<file path="config.mk">
export PLATFORM = sky130hd
export DESIGN_NAME = gpmc_csr_bridge
export DESIGN_NICKNAME = d
export VERILOG_FILES = /design/src/rtl/gpmc_csr_bridge.sv
export SDC_FILE = /design/constraint.sdc
export NUM_CORES = 1
export LEC_CHECK = 0
export CORE_UTILIZATION = 52
export DETAILED_ROUTE_END_ITERATION = 12
export PLACE_DENSITY = 0.84
export SLEW_MARGIN = 20
export SYNTH_ARGS = -nofsm -noshare
export SYNTH_HDL_FRONTEND = slang
export SYNTH_SLANG_ARGS = --single-unit
export TNS_END_PERCENT = 5
</file>
<file path="constraint.sdc">
create_clock -name sys_clk -period 3.1 [get_ports sys_clk]
set_input_delay 0.62 -clock sys_clk [delete_from_list [all_inputs] [get_ports sys_clk]]
set_output_delay 0.62 -clock sys_clk [all_outputs]
set_load 0.01 [all_outputs]
</file>
<file path="src/rtl/gpmc_csr_bridge.sv">
// -----------------------------------------------------------------------------
// gpmc_csr_bridge
//
// Purpose: connects the asynchronous GPMC host bus to a synchronous CSR bank.
// GPMC strobes are oversampled in the sys_clk domain (2-flop synchronisers).
// The address/data bus goes through a matching 2-stage pipe so that bus values
// and strobes line up. One CSR access is issued per host strobe. gpmc_wait
// stalls the host until the access has completed.
//
// Optional feature macro: GPMC_BRIDGE_ACK_EN
//   defined   : READ/WRITE complete on csr_ack. They give up after ACK_TIMEOUT
//               cycles: a read then returns 16'hDEAD and the sticky bus_err is
//               set.
//   undefined : csr_ack is ignored. A write takes one cycle. A read takes
//               CSR_LATENCY+1 cycles. bus_err is tied to 0.
//
// Ports:
//   sys_clk, sys_rst        clock, synchronous active-high reset
//   csr_adr/we/re/dat_w     CSR request side (we/re are 1-cycle pulses)
//   csr_dat_r, csr_ack      CSR response side
//   gpmc_a, gpmc_d_i        asynchronous GPMC address-high / muxed AD bus
//   gpmc_d_o, gpmc_d_oe     read data and output enable to the pad
//   gpmc_cs_n/we_n/oe_n/ale_n  asynchronous active-low GPMC strobes
//   gpmc_wait               1 = host must stall
//   bus_err                 sticky ACK-timeout flag
// -----------------------------------------------------------------------------
module gpmc_csr_bridge #(
   parameter int CSR_ADDR_WIDTH = 14,
   parameter int CSR_DATA_WIDTH = 8,
   parameter int CSR_LATENCY    = 1,
   parameter int ACK_TIMEOUT    = 255
) (
   input  logic                      sys_clk,
   input  logic                      sys_rst,
   output logic [CSR_ADDR_WIDTH-1:0] csr_adr,
   output logic                      csr_we,
   output logic                      csr_re,
   output logic [CSR_DATA_WIDTH-1:0] csr_dat_w,
   input  logic [CSR_DATA_WIDTH-1:0] csr_dat_r,
   input  logic                      csr_ack,
   input  logic [9:0]                gpmc_a,
   input  logic [15:0]               gpmc_d_i,
   output logic [15:0]               gpmc_d_o,
   output logic                      gpmc_d_oe,
   input  logic                      gpmc_cs_n,
   input  logic                      gpmc_we_n,
   input  logic                      gpmc_oe_n,
   input  logic                      gpmc_ale_n,
   output logic                      gpmc_wait,
   output logic                      bus_err
);

   typedef enum logic [1:0] {ST_IDLE, ST_READ, ST_WRITE, ST_HOLD} state_e;

   state_e state_q, state_d;

   // Strobe synchronisers. Index 1 is the synchronised output.
   logic [1:0] cs_sync_q, we_sync_q, oe_sync_q, ale_sync_q;
   // Bus pipe, as deep as the synchronisers so that bus and strobes align.
   logic [9:0]  a_p1_q, a_p2_q;
   logic [15:0] d_p1_q, d_p2_q;

   logic cs_n_s, we_n_s, oe_n_s, ale_n_s;
   assign cs_n_s  = cs_sync_q[1];
   assign we_n_s  = we_sync_q[1];
   assign oe_n_s  = oe_sync_q[1];
   assign ale_n_s = ale_sync_q[1];

   logic [25:0]               addr_q;
   logic [15:0]               cnt_q, cnt_d;
   logic [15:0]               rd_q, rd_d;
   logic                      is_rd_q, is_rd_d;
   logic [CSR_DATA_WIDTH-1:0] dat_w_q, dat_w_d;
   logic                      we_q, re_q, wait_q, d_oe_q;
   logic                      err_set;

   logic strobe_wr, strobe_rd, strobe_gone;
   assign strobe_wr   = !cs_n_s && !we_n_s;
   assign strobe_rd   = !cs_n_s && !oe_n_s;
   // The access ends when the host drops chip select or releases both strobes.
   // A strobe that is still held in HOLD therefore never starts a second access.
   assign strobe_gone = cs_n_s || (we_n_s && oe_n_s);

   // -------------------------------------------------------------------------
   // Next-state logic
   // -------------------------------------------------------------------------
   always_comb begin
      // NOTE: every signal gets a default first, so no path can infer a latch.
      state_d = state_q;
      cnt_d   = cnt_q;
      rd_d    = rd_q;
      is_rd_d = is_rd_q;
      dat_w_d = dat_w_q;
      err_set = 1'b0;
      unique case (state_q)
         ST_IDLE: begin
            if (strobe_wr) begin
               // A write wins when WE and OE are both low.
               state_d = ST_WRITE;
               is_rd_d = 1'b0;
               dat_w_d = d_p2_q[CSR_DATA_WIDTH-1:0];
               cnt_d   = '0;
            end else if (strobe_rd) begin
               state_d = ST_READ;
               is_rd_d = 1'b1;
`ifdef GPMC_BRIDGE_ACK_EN
               cnt_d   = '0;
`else
               cnt_d   = 16'(CSR_LATENCY);
`endif
            end
         end
         ST_WRITE: begin
`ifdef GPMC_BRIDGE_ACK_EN
            // An ack in the same cycle as csr_we is accepted.
            if (csr_ack) begin
               state_d = ST_HOLD;
            end else if (cnt_q == 16'(ACK_TIMEOUT - 1)) begin
               state_d = ST_HOLD;
               err_set = 1'b1;
            end else begin
               cnt_d = cnt_q + 16'd1;
            end
`else
            state_d = ST_HOLD;
`endif
         end
         ST_READ: begin
`ifdef GPMC_BRIDGE_ACK_EN
            if (csr_ack) begin
               rd_d    = 16'(csr_dat_r);
               state_d = ST_HOLD;
            end else if (cnt_q == 16'(ACK_TIMEOUT - 1)) begin
               rd_d    = 16'hDEAD;
               err_set = 1'b1;
               state_d = ST_HOLD;
            end else begin
               cnt_d = cnt_q + 16'd1;
            end
`else
            // csr_re was issued on the entry cycle. The data is sampled
            // CSR_LATENCY cycles later.
            if (cnt_q == '0) begin
               rd_d    = 16'(csr_dat_r);
               state_d = ST_HOLD;
            end else begin
               cnt_d = cnt_q - 16'd1;
            end
`endif
         end
         ST_HOLD: begin
            if (strobe_gone) state_d = ST_IDLE;
         end
         default: state_d = ST_IDLE;
      endcase
   end

   // -------------------------------------------------------------------------
   // Registers
   // -------------------------------------------------------------------------
   always_ff @(posedge sys_clk) begin
      if (sys_rst) begin
         // NOTE: sequential state uses non-blocking assignments only, so every
         // flop samples the values from before the edge.
         cs_sync_q  <= 2'b11;
         we_sync_q  <= 2'b11;
         oe_sync_q  <= 2'b11;
         ale_sync_q <= 2'b11;
         a_p1_q     <= '0;
         a_p2_q     <= '0;
         d_p1_q     <= '0;
         d_p2_q     <= '0;
         addr_q     <= '0;
         state_q    <= ST_IDLE;
         cnt_q      <= '0;
         rd_q       <= '0;
         is_rd_q    <= 1'b0;
         dat_w_q    <= '0;
         we_q       <= 1'b0;
         re_q       <= 1'b0;
         wait_q     <= 1'b1;
         d_oe_q     <= 1'b0;
      end else begin
         cs_sync_q  <= {cs_sync_q[0],  gpmc_cs_n};
         we_sync_q  <= {we_sync_q[0],  gpmc_we_n};
         oe_sync_q  <= {oe_sync_q[0],  gpmc_oe_n};
         ale_sync_q <= {ale_sync_q[0], gpmc_ale_n};
         a_p1_q     <= gpmc_a;
         a_p2_q     <= a_p1_q;
         d_p1_q     <= gpmc_d_i;
         d_p2_q     <= d_p1_q;
         // The address follows the bus while ALE is low. It keeps the last value.
         if (!ale_n_s) addr_q <= {a_p2_q, d_p2_q};
         state_q    <= state_d;
         cnt_q      <= cnt_d;
         rd_q       <= rd_d;
         is_rd_q    <= is_rd_d;
         dat_w_q    <= dat_w_d;
         // The strobes are high only in the first cycle of WRITE or READ.
         we_q       <= (state_q == ST_IDLE) && (state_d == ST_WRITE);
         re_q       <= (state_q == ST_IDLE) && (state_d == ST_READ);
         wait_q     <= (state_d != ST_HOLD);
         d_oe_q     <= (state_q == ST_HOLD) && is_rd_q && !oe_n_s && !cs_n_s;
      end
   end

`ifdef GPMC_BRIDGE_ACK_EN
   logic bus_err_q;
   always_ff @(posedge sys_clk) begin
      if (sys_rst)      bus_err_q <= 1'b0;
      else if (err_set) bus_err_q <= 1'b1;
   end
   assign bus_err = bus_err_q;
   localparam int unused_latency = CSR_LATENCY;
`else
   assign bus_err = 1'b0;
   localparam int unused_timeout = ACK_TIMEOUT;
`endif

   // Collects signals that some builds or widths do not use.
   logic unused_sink;
   assign unused_sink = ^{csr_ack, err_set, addr_q, d_p2_q};

   assign csr_adr   = addr_q[CSR_ADDR_WIDTH-1:0];
   assign csr_we    = we_q;
   assign csr_re    = re_q;
   assign csr_dat_w = dat_w_q;
   assign gpmc_d_o  = rd_q;
   assign gpmc_d_oe = d_oe_q;
   assign gpmc_wait = wait_q;

endmodule

</file>
# Word level (Yosys, flattened, before mapping)
# Index checks and enable logic that the tools add are counted.
[totals] input_bits=41 reg_bits=89
[op_classes] reduce_logical=20 eq_ne=8 mux=11 addsub=1
[ops] operator="16-bit two-way mux" count=3
[ops] operator="16-bit case mux with 2 select lines" count=1
[ops] operator="16-bit logical NOT" count=1
[ops] operator="16-bit by 1-bit subtractor with 16-bit output (second input constant)" count=1
[ops] operator="1-bit logical AND" count=8
[ops] operator="2-bit two-way mux" count=4
[ops] operator="2-bit case mux with 4 select lines" count=1
[ops] operator="2-bit equality test (second input constant)" count=3
[ops] operator="2-bit AND reduction" count=3
[ops] operator="2-bit by 1-bit equality test with 1-bit output (second input constant)" count=2
[ops] operator="2-bit != test (second input constant)" count=2
[ops] operator="2-bit nonzero test" count=2
[ops] operator="1-bit logical NOT" count=3
[ops] operator="3-bit != test (second input constant)" count=1
[ops] operator="3-bit AND reduction" count=1
[ops] operator="2-bit logical NOT" count=1
[ops] operator="1-bit two-way mux" count=2
[ops] operator="1-bit logical OR" count=1

# Depth between registers and ports, before layout
# Gate-level depths: netlist (run 1).
[logic_depth] depth_word=7 mapped_depth=7 depth_no_buf=6

# Least setup slack after synthesis (run 1)
# OpenSTA, ideal clock, no wires.
[synth_path] path_kind="flip-flop to flip-flop" startpoint="reg cnt_q[6]" endpoint="reg wait_q, in the netlist gpmc_wait" setup_slack_ns=1.262 t_required_ns=2.985 period_less_slack_ns=1.838 arrival_ns=1.723 stages_incl_launch_ff=6 path_cell_list="dfxtp_1 or4_1 nor4_4 buf_4 nand3_1 a21bo_2"
[synth_via] elab_chain_len=4
[synth_lines] element="from (decl)" line="70" text="logic [15:0] cnt_q, cnt_d;"
[synth_lines] element="from (signal assigned)" line="195" text="cnt_q <= cnt_d;"
[synth_lines] element="16-bit logical NOT" line="143" text="if (cnt_q == '0) begin"
[synth_lines] element="2-bit two-way mux" line="143"
[synth_lines] element="2-bit case mux with 4 select lines" line="95" text="unique case (state_q)"
[synth_lines] element="2-bit != test" line="202" text="wait_q <= (state_d != ST_HOLD);"
[synth_lines] element="to (signal assigned)" line="202"
[synth_lines] element="to (decl)" line="74" text="logic we_q, re_q, wait_q, d_oe_q;"
# No other way between the ends.
# A chain may end at the register's enable or synchronous reset.

# Final worst setup path (run 1)
[layout_path] startpoint="reg cnt_q[6]" endpoint="reg cnt_q[1]"
[layout_via] elab_chain_len=3
[layout_lines] element="16-bit logical NOT" line="143"
[layout_lines] element="2-bit != test (no line)"
[layout_lines] element="3-bit AND reduction (no line)"
# No other way between the ends.

==> reports/qor.txt, run 1 <==
GP Congestion: 0.863
Cts bufs inserted: 9
Cts-stage hold buffer count: 0
CTS clock-pin slew for the worst setup and hold paths: 0.09 ns
Largest net degree at the start of global routing: 77
Library cells used by synthesis: 39
Via density: 5.35
Share of cells above drive strength 1: 9.63%
Clock power frac: 28.2%
Pre-antenna DRT Iters: 4
Die width: 81.7 um
Row Count: 28
ANT nets after route: 0
Max-slew headroom: 42.3%
Final HPWL DP: 4190 um
Most common cell after layout, fill and taps aside: dfxtp_1
Top cell type by total area after synthesis: dfxtp_1
Fin util: 68.4%
Clk sinks: 89
Critical path peak fanout: 13
N_diodes: 0
Synth top area cells: dfxtp_1 (54%), mux2i_1 (5.8%), nor2b_1 (5.7%), a21oi_1 (3.9%), nand2_1 (3.3%)
CTS max path bufs: 2
Fill cell count: 456
Post-synthesis compound-gate area fraction: 11.6%
Slew Viols, Final: 0
Hold depth: 1
# IOs: 84
Nets: 442
CTS tree: done
Register area: 1780 sq um
Initial DRC count: 206
Max-cap viol count: 0
Synth Area in Adders: 0.379%
Critical Path Start Type: flop
Switching Share: 33.4%
Synth warnings: 0
Initial antenna violation count: 0
Final setup fails: 0
R2R Path Start: cnt_q[6]$_SDFFE_PP0P_
Gr usage total: 19.8%
Leakage power: 1.58 nW
Synth Area in Simple Gates: 23.1%
Buffers added on ports: 61
Drt total wl: 6160 um
First-pass GRT wire length: 9980 um
Core Footprint: 6030 sq um
Worst path required time: 3.35 ns
CP delay by family, top: simple AND/OR/NAND/NOR gates
Switching pwr: 0.893 mW
Mapped cell area: 3300 sq um
Crit-path cells: or4_1 > nor4_4 > a21oi_1 > mux2_2
DRC viols: 0
Commonest cells after routing, fill and taps aside: dfxtp_1 (89), clkdlybuf4s50_1 (60), nor2b_1 (30)
Final period util: 72.8%
Avg Inst Size Synth: 9.68 sq um
R2R Setup Slk: 0.84 ns
Overflow after GRT: 0
Gate power share: 24.0%
Highest clock rate: 0.443 GHz
Top cell type's share of synthesized area: 54.0%
Mux cell area share after synthesis: 6.10%
H-tree depth: 3
Setup TNS: 0 ns
WP buf/inv: 0
Int Pwr: 1.78 mW
Crit path kind: flop to flop
RSZ-0062 raised after global routing: false
Die H: 81.7 um
Final setup skew: 0.0102 ns
CP arrival: 2.51 ns
Area Growth Syn to Fin: 24.9%
Least-Margin Pin Slew: 0.865 ns
Mapped Cells: 341
Peak supply drop: 0.324 mV
Area of the multi-input gates: 1390 sq um
Setup bufs post-CTS: 0
Synth Area in XOR/XNOR: 0%
Clk_lat worst skew: 0.36 ns
Sequential area share after synthesis: 54.0%
Minimum clock period after layout: 2.26 ns
Cell Pwr Density: 648 nW/um^2
Worst stage delay on the critical path: 0.67 ns
Worst R2R End: cnt_q[1]$_SDFFE_PP0P_
Synth Register Bits: 89
R2r worst-path depth: 4
Die area: 6670 sq um
Hold Startpoint: ale_sync_q[0]$_SDFF_PP1_
CP endpoint kind: flop
Seq pwr share: 47.8%
Status: complete, no violations
Resized cells post-CTS: 0
Initial Util: 54.8%
Main combinational cell family by area after synthesis: simple AND/OR/NAND/NOR gates
Slowest stage cell, crit path: nor4_4
Final hold violation count: 0
Worst Hold End: ale_sync_q[1]$_SDFF_PP1_
DR vias: 2570
Post-DR wirelength/cell: 12.8 um
Worst min-delay path class: flop to flop
CTS Root Cell: clkbuf_8
Vias in the first global route: 2260
## layer usage
layer	track usage, %	wire (um)	share of wire (%)	vias to the layer above
met4	8.95	129	2.1	0
met2	32.4	2840	46	83
li1	-	-	-	1285
met3	5.78	372	6.0	12
met5	0	0	0	-
met1	23.9	2820	46	1190
## synthesized netlist by cell type
| master | instances |
|---|---|
| inv_1 | 5 |
| nor2_1 | 27 |
| clkbuf_1 | 14 |
| nor3_1 | 4 |
| nand2_1 | 29 |
| o221a_2 | 1 |
| ha_1 | 1 |
| nor4_1 | 3 |
| a31oi_1 | 1 |
| a21o_1 | 1 |
| or2_2 | 11 |
| dfxtp_1 | 89 |
| a21bo_2 | 1 |
| nor4_4 | 2 |
| o31ai_1 | 4 |
| nor4b_1 | 2 |
| nor2b_1 | 30 |
| conb_1 | 1 |
| o21ai_0 | 11 |
| nand4_1 | 9 |
| a2111oi_0 | 2 |
| a21oi_1 | 26 |
| nand2b_1 | 3 |
| nand3_1 | 4 |
| a2111o_1 | 1 |
| buf_4 | 10 |
| or4_1 | 6 |
| a211o_1 | 1 |
| mux2_2 | 1 |
| buf_2 | 2 |
| or3_1 | 9 |
| a2111oi_1 | 2 |
| a32o_1 | 1 |
| o21ai_1 | 2 |
| a2bb2oi_1 | 1 |
| o31a_1 | 1 |
| a2111oi_2 | 1 |
| o21a_1 | 3 |
| mux2i_1 | 19 |
## how the worst max path moves through the flow
| stage | from | endpoint | slack [ns] | depth (start not counted) |
|---|---|---|---|---|
| 2_1_floorplan | cnt_q[6]$_SDFFE_PP0P_ | gpmc_wait$_SDFF_PP1_ | 1.26 | 5 |
| 3_3_place_gp | cnt_q[6]$_SDFFE_PP0P_ | cnt_q[1]$_SDFFE_PP0P_ | 0.90 | 4 |
| 3_5_place_dp | cnt_q[6]$_SDFFE_PP0P_ | cnt_q[1]$_SDFFE_PP0P_ | 0.88 | 4 |
| 4_1_cts | cnt_q[6]$_SDFFE_PP0P_ | cnt_q[1]$_SDFFE_PP0P_ | 0.88 | 4 |
| 5_1_grt | cnt_q[6]$_SDFFE_PP0P_ | cnt_q[1]$_SDFFE_PP0P_ | 0.74 | 4 |
| 6_report | cnt_q[6]$_SDFFE_PP0P_ | cnt_q[1]$_SDFFE_PP0P_ | 0.84 | 4 |
## metrics by stage
stage / hold WS (ns) / std cells / area (sq um) / setup WS, ns / power, mW
2_1_floorplan: 0.389 / 349 / 3330 / 1.26 / 1.78
3_3_place_gp: 0.394 / 464 / 3930 / 0.904 / 1.91
3_5_place_dp: 0.396 / 464 / 3930 / 0.876 / 1.93
4_1_cts: 0.418 / 480 / 4120 / 0.875 / 2.68
5_1_grt: 0.424 / 480 / 4120 / 0.741 / 2.82
6_report: 0.418 / 480 / 4120 / 0.843 / 2.67
## power by group through the flow
stage | combinational [mW] | sequential [mW] | clock, mW
finish | 0.642 | 1.28 | 0.753
global route | 0.707 | 1.29 | 0.825
CTS | 0.632 | 1.28 | 0.773
detailed placement | 0.631 | 1.30 | 0
global placement | 0.614 | 1.30 | 0
floorplan | 0.481 | 1.30 | 0
## area by class of cell
| class | instances | share of cell area [%] |
|---|---|---|
| clock inverters | 7 | 1.70 |
| repair buffers | 66 | 15.6 |
| multi-input cells | 229 | 33.8 |
| well taps | 75 | 2.28 |
| flip-flops and latches | 89 | 43.2 |
| clock buffers | 9 | 3.00 |
| inverters | 5 | 0.455 |
## worst register-to-register path, stage by stage, from the launching register on
cell and delay, ns:
dfxtp_1 0.35, or4_1 0.64, nor4_4 0.67, a21oi_1 0.20
mux2_2 0.30
## cell families (layout without fill, tap and decap cells)
| group | Yosys count | in the layout |
|---|---|---|
| flops | 89 | 89 |
| compound gates | 60 | 60 |
| mux | 20 | 20 |
| simple gates | 139 | 139 |
| buf+inv | 31 | 87 |
| fa+ha+maj | 1 | 1 |
| other cells | 1 | 9 |
## state kept, by name, summed over array words and instances, names as in the netlist
name	cells
addr_q	14
state_q	2
oe_sync_q	2
cnt_q	16
ale_sync_q	2
is_rd_q	1
csr_re	1
gpmc_d_oe	1
gpmc_d_o	8
csr_dat_w	8
we_sync_q	2
d_p2_q	14
csr_we	1
d_p1_q	14
gpmc_wait	1
cs_sync_q	2
Power figures use the tool's default switching activity.
==> run 2: changes to the inputs <==
- CORE_UTILIZATION: 52 -> 44
- PLACE_DENSITY: 0.84 -> 0.76
- clock period: 3.1 -> 1.91 ns (I/O delays scaled with it)
==> run 2 against run 1 <==
Effect of this change: highest routed layer unchanged; setup slack got worse by 0.73 ns; die area increased by 18%; core utilization down 7.6 points; fmax is 25% higher; clock-buffer cell count stayed put; total power up 76%; register-to-register slack worse by 0.73 ns; combinational power grew 130%; via count rose by 2.7%; clock skew increased by 0.00071 ns.
==> reports/qor.txt, run 2 (same netlist as run 1, synthesis figures left out) <==
Final setup skew: 0.0109 ns
R2r worst-path depth: 5
R2R Setup Slk: 0.11 ns
CP arrival: 2.02 ns
Vias in the first global route: 2366
Worst min-delay path class: input pin to flop
Cell Pwr Density: 1070 nW/um^2
Buffers added on ports: 61
RSZ-0062 raised after global routing: true
Crit-path cells: or4_1 > buf_4 > nor2_1 > a2111oi_1 > mux2i_1
ANT nets after route: 0
Hold Startpoint: sys_rst
Final period util: 94.2%
Gr usage total: 18.2%
Largest net degree at the start of global routing: 78
Via density: 4.96
Highest clock rate: 0.556 GHz
Placed Area: 4180 sq um
H-tree depth: 3
Clk_lat worst skew: 0.35 ns
CTS max path bufs: 2
Final setup fails: 0
Overflow after GRT: 0
Hold depth: 3
Largest register FFs: 16
Fill cell count: 637
Peak supply drop: 0.575 mV
CTS Root Cell: clkbuf_8
Share of cells above drive strength 1: 17.8%
Die area: 7850 sq um
Worst stage delay on the critical path: 0.60 ns
Slew Viols, Final: 0
Row Count: 31
Fin util: 60.8%
Nets: 470
Commonest cells after routing, fill and taps aside: dfxtp_1 (88), clkdlybuf4s50_1 (60), buf_4 (32)
Setup crit start: cnt_q[6]$_SDFFE_PP0P_
N_diodes: 0
Worst R2R End: cnt_q[5]$_SDFFE_PP0P_
DR vias: 2640
Initial antenna violation count: 0
Drt total wl: 6670 um
Leakage power: 1.73 nW
Post-DR wirelength/cell: 12.5 um
Initial Util: 45.5%
Worst Hold End: cnt_q[13]$_SDFFE_PP0P_
Slowest stage cell, crit path: or4_1
CTS clock-pin slew for the worst setup and hold paths: 0.09 ns
CTS tree: done
Final HPWL DP: 4590 um
DRC viols: 0
Crit path kind: flop to flop
Die H: 88.6 um
Die width: 88.6 um
Most common cell after layout, fill and taps aside: dfxtp_1
Final hold violation count: 0
Pre-antenna DRT Iters: 4
Worst path required time: 2.13 ns
Biggest register: cnt_q
Clk sinks: 89
WP buf/inv: 1
Critical path peak fanout: 5
Max-cap viol count: 0
Core Footprint: 7250 sq um
Least-Margin Pin Slew: 0.477 ns
Cts bufs inserted: 9
Critical Path Start Type: flop
Initial DRC count: 99
Max-slew headroom: 67.4%
Minimum clock period after layout: 1.80 ns
Setup bufs post-CTS: 0
CP delay by family, top: simple AND/OR/NAND/NOR gates
Status: complete, no violations
First-pass GRT wire length: 10800 um
Area Growth Syn to Fin: 33.6%
GP Congestion: 0.837
CP endpoint kind: flop
# IOs: 84
R2R Path Start: cnt_q[6]$_SDFFE_PP0P_
Fin area: 4410 sq um
## run 2: repair_timing
item,in CTS,in global routing
hold buffers,0,0
gates resized for setup,1,10
endpoints found under the setup margin,6,21
pin swaps,0,2
## run 2: layout make-up
cell class	count	area (sq um)	area share, %
Clock inverter	7	63.8	1.45
Tap cell	99	124	2.81
Timing Repair Buffer	94	866	19.6
Clock buffer	9	124	2.81
Multi-Input combinational cell	229	1430	32.5
Inverter	5	18.8	0.426
Sequential cell	89	1780	40.4
## run 2: worst min-delay path, cell delays in order
cell and delay [ns]:
buf_2 0.13, or3_1 0.12, mux2i_1 0.06
## run 2: metal layers
layer | part of all wire [%] | vias up | routed length [um] | global-route usage, %
li1 | - | 1342 | - | -
met1 | 47 | 1225 | 3120 | 22.7
met2 | 47 | 61 | 3160 | 29.7
met3 | 3.6 | 12 | 237 | 3.73
met4 | 2.1 | 0 | 141 | 9.24
met5 | 0 | - | 0 | 0
## run 2: metrics by stage
| step | setup slack, ns | setup TNS, ns | hold slack [ns] | std cells | total power, mW |
|---|---|---|---|---|---|
| final | 0.111 | 0 | 0.376 | 532 | 4.70 |
| after global routing | -0.00442 | -0.00442 | 0.417 | 532 | 4.97 |
| after CTS | 0.0145 | 0 | 0.365 | 532 | 4.68 |
| after detailed placement | -0.0123 | -0.0196 | 0.394 | 516 | 3.48 |
| after global placement | 0.0372 | 0 | 0.393 | 516 | 3.43 |
| after floorplan | 0.0720 | 0 | 0.389 | 349 | 2.88 |
## run 2: worst max-delay path by stage
| stage | endpoint | slack (ns) | depth (start not counted) |
|---|---|---|---|
| 6_report | cnt_q[5]$_SDFFE_PP0P_ | 0.11 | 5 |
| 5_1_grt | cnt_q[5]$_SDFFE_PP0P_ | -0.004 | 7 |
| 4_1_cts | cnt_q[9]$_SDFFE_PP0P_ | 0.01 | 7 |
| 3_5_place_dp | gpmc_d_o[0]$_SDFFE_PP0P_ | -0.01 | 4 |
| 3_3_place_gp | gpmc_d_o[6]$_SDFFE_PP0P_ | 0.04 | 4 |
| 2_1_floorplan | gpmc_wait$_SDFF_PP1_ | 0.07 | 5 |
## run 2: power by group
| part | switching [mW] | total [mW] | leakage [nW] | internal [mW] |
|---|---|---|---|---|
| Combinational | 0.742 | 1.45 | 0.908 | 0.707 |
| Clock | 0.704 | 1.20 | 0.0934 | 0.497 |
| Sequential | 0.0774 | 2.05 | 0.726 | 1.97 |
| Total | 1.52 | 4.70 | 1.73 | 3.18 |
==> run 3: changes to the inputs <==
- SETUP_SLACK_MARGIN: not set -> 0.4
- clock period: 1.91 -> 1.6 ns (I/O delays scaled with it)
==> run 3 against run 2 <==
Effect of this change: the run now ends with negative setup slack left; fmax grew 2.7%; cell area up 7.8%; via count increased by 5.5%; hold slack improved by 0.031 ns; clock-buffer cell count stayed put; die area is the same; non-clock buffer count rose by 27; sequential share of layout area down 2.1 points; clock power grew 24%; clock skew fell by 0.00078 ns; largest cell class unchanged.
==> reports/qor.txt, run 3 (same netlist as run 1, synthesis figures left out) <==
Status: finished with violations
Violated checks: negative setup slack
Max-cap viol count: 0
Die H: 88.6 um
CP arrival: 1.98 ns
Vias in the first global route: 2618
CTS tree: done
Die area: 7850 sq um
Final HPWL DP: 4950 um
# IOs: 84
Placed Cells: 538
Commonest cells after routing, fill and taps aside: dfxtp_1 (55), buf_4 (52), dfxtp_2 (34)
Critical Path Start Type: flop
Final hold violation count: 0
Critical path peak fanout: 5
Slew Viols, Final: 0
Core Footprint: 7250 sq um
Via density: 4.98
Nets: 497
Clk sinks: 89
Buffers added on ports: 61
Crit path kind: flop to flop
Overflow after GRT: 0
RSZ-0062 raised after global routing: true
ANT nets after route: 0
Cell Pwr Density: 1310 nW/um^2
Minimum clock period after layout: 1.75 ns
Pre-antenna DRT Iters: 4
CTS Root Cell: clkbuf_8
Peak supply drop: 0.648 mV
Post-DR wirelength/cell: 13.6 um
Worst min-delay path class: flop to flop
Most common cell after layout, fill and taps aside: dfxtp_1
Worst path required time: 1.83 ns
R2r worst-path depth: 6
Largest net degree at the start of global routing: 44
Fill cell count: 569
DR vias: 2785
Die width: 88.6 um
N_diodes: 0
CP endpoint kind: flop
Biggest register: cnt_q
GP Congestion: 0.819
R2R Setup Slk: -0.15 ns
Final setup fails: 23
Fin cells: 559
Initial antenna violation count: 0
DRC viols: 0
Tot Pwr: 6.24 mW
Cts-stage hold buffer count: 0
Leakage power: 2.00 nW
Initial Util: 45.5%
Row Count: 31
Cts bufs inserted: 9
CTS clock-pin slew for the worst setup and hold paths: 0.10 ns
Fin util: 65.6%
Final setup margin: -0.152 ns
Hold Startpoint: we_sync_q[0]$_SDFF_PP1_
Final setup skew: 0.0102 ns
H-tree depth: 3
Highest clock rate: 0.571 GHz
Initial DRC count: 154
Drt total wl: 7580 um
Worst Hold End: we_sync_q[1]$_SDFF_PP1_
Clk_lat worst skew: 0.36 ns
Area Growth Syn to Fin: 44.1%
R2R Path Start: cnt_q[12]$_SDFFE_PP0P_
Final period util: 110%
Worst R2R End: cnt_q[5]$_SDFFE_PP0P_
Gr usage total: 19.7%
Hold depth: 1
Largest register FFs: 16
CTS max path bufs: 2
Share of cells above drive strength 1: 42.4%
First-pass GRT wire length: 11800 um
run 3: cell count changes in the layout (fill, tap and decap cells not counted), moves of 20 or more:
cell             previous run  this run
buf_2                       1        27
buf_4                      32        52
clkdlybuf4s50_1            60        26
dfxtp_1                    88        55
dfxtp_2                     1        34
run 3: where the power goes:
group | internal (mW) | switching, mW | leakage, nW
Combinational | 1.16 | 1.12 | 1.17
Clock | 0.608 | 0.885 | 0.0955
Sequential | 2.36 | 0.0948 | 0.741
Total | 4.13 | 2.10 | 2.00
run 3: cell type report:
type | instances | area (sq um) | area share (%)
Clock buffer | 9 | 124 | 2.60
Tap cell | 99 | 124 | 2.60
Inverter | 5 | 18.8 | 0.395
Timing Repair Buffer | 121 | 983 | 20.7
Multi-Input combinational cell | 229 | 1610 | 33.9
Clock inverter | 7 | 70.1 | 1.47
Sequential cell | 89 | 1820 | 38.4
run 3: how the worst max path moves through the flow:
stage                                 startpoint                       end
after floorplan           cnt_q[12]$_SDFFE_PP0P_  gpmc_d_o[0]$_SDFFE_PP0P_
after global placement     cnt_q[0]$_SDFFE_PP0P_     cnt_q[9]$_SDFFE_PP0P_
after detailed placement  cnt_q[14]$_SDFFE_PP0P_     cnt_q[1]$_SDFFE_PP0P_
after CTS                  cnt_q[9]$_SDFFE_PP0P_     cnt_q[1]$_SDFFE_PP0P_
after global routing      cnt_q[12]$_SDFFE_PP0P_     cnt_q[5]$_SDFFE_PP0P_
final                     cnt_q[12]$_SDFFE_PP0P_     cnt_q[5]$_SDFFE_PP0P_
run 3: critical path: stages (launching register included):
cell,delay (ns)
dfxtp_2,0.33
or4_4,0.58
buf_6,0.15
nor4_4,0.15
buf_4,0.18
a2111oi_1,0.08
mux2i_1,0.14
run 3: timing repair:
item	in CTS	in global routing
hold endpoints to repair	0	0
buffers inserted	5	0
resized for setup	183	34
setup endpoints to repair	71	46
pin swaps	19	12
run 3: per-layer routing:
layer  vias to the layer above  global-route usage, %  part of all wire [%]
met3                        12                   5.32                   4.1
li1                       1392                      -                     -
met1                      1311                   22.9                    42
met5                         -                      0                     0
met4                         0                   8.80                   1.9
met2                        70                   34.0                    52
run 3: per-stage QoR:
stage / setup slack (ns) / area [sq um] / hold slack [ns] / TNS, ns
after floorplan: -0.125 / 3350 / 0.389 / -1.80
after global routing: -0.211 / 4760 / 0.428 / -3.55
after global placement: -0.247 / 4350 / 0.393 / -2.97
after detailed placement: -0.234 / 4350 / 0.395 / -3.80
final: -0.152 / 4760 / 0.407 / -1.77
after CTS: -0.155 / 4610 / 0.406 / -2.52
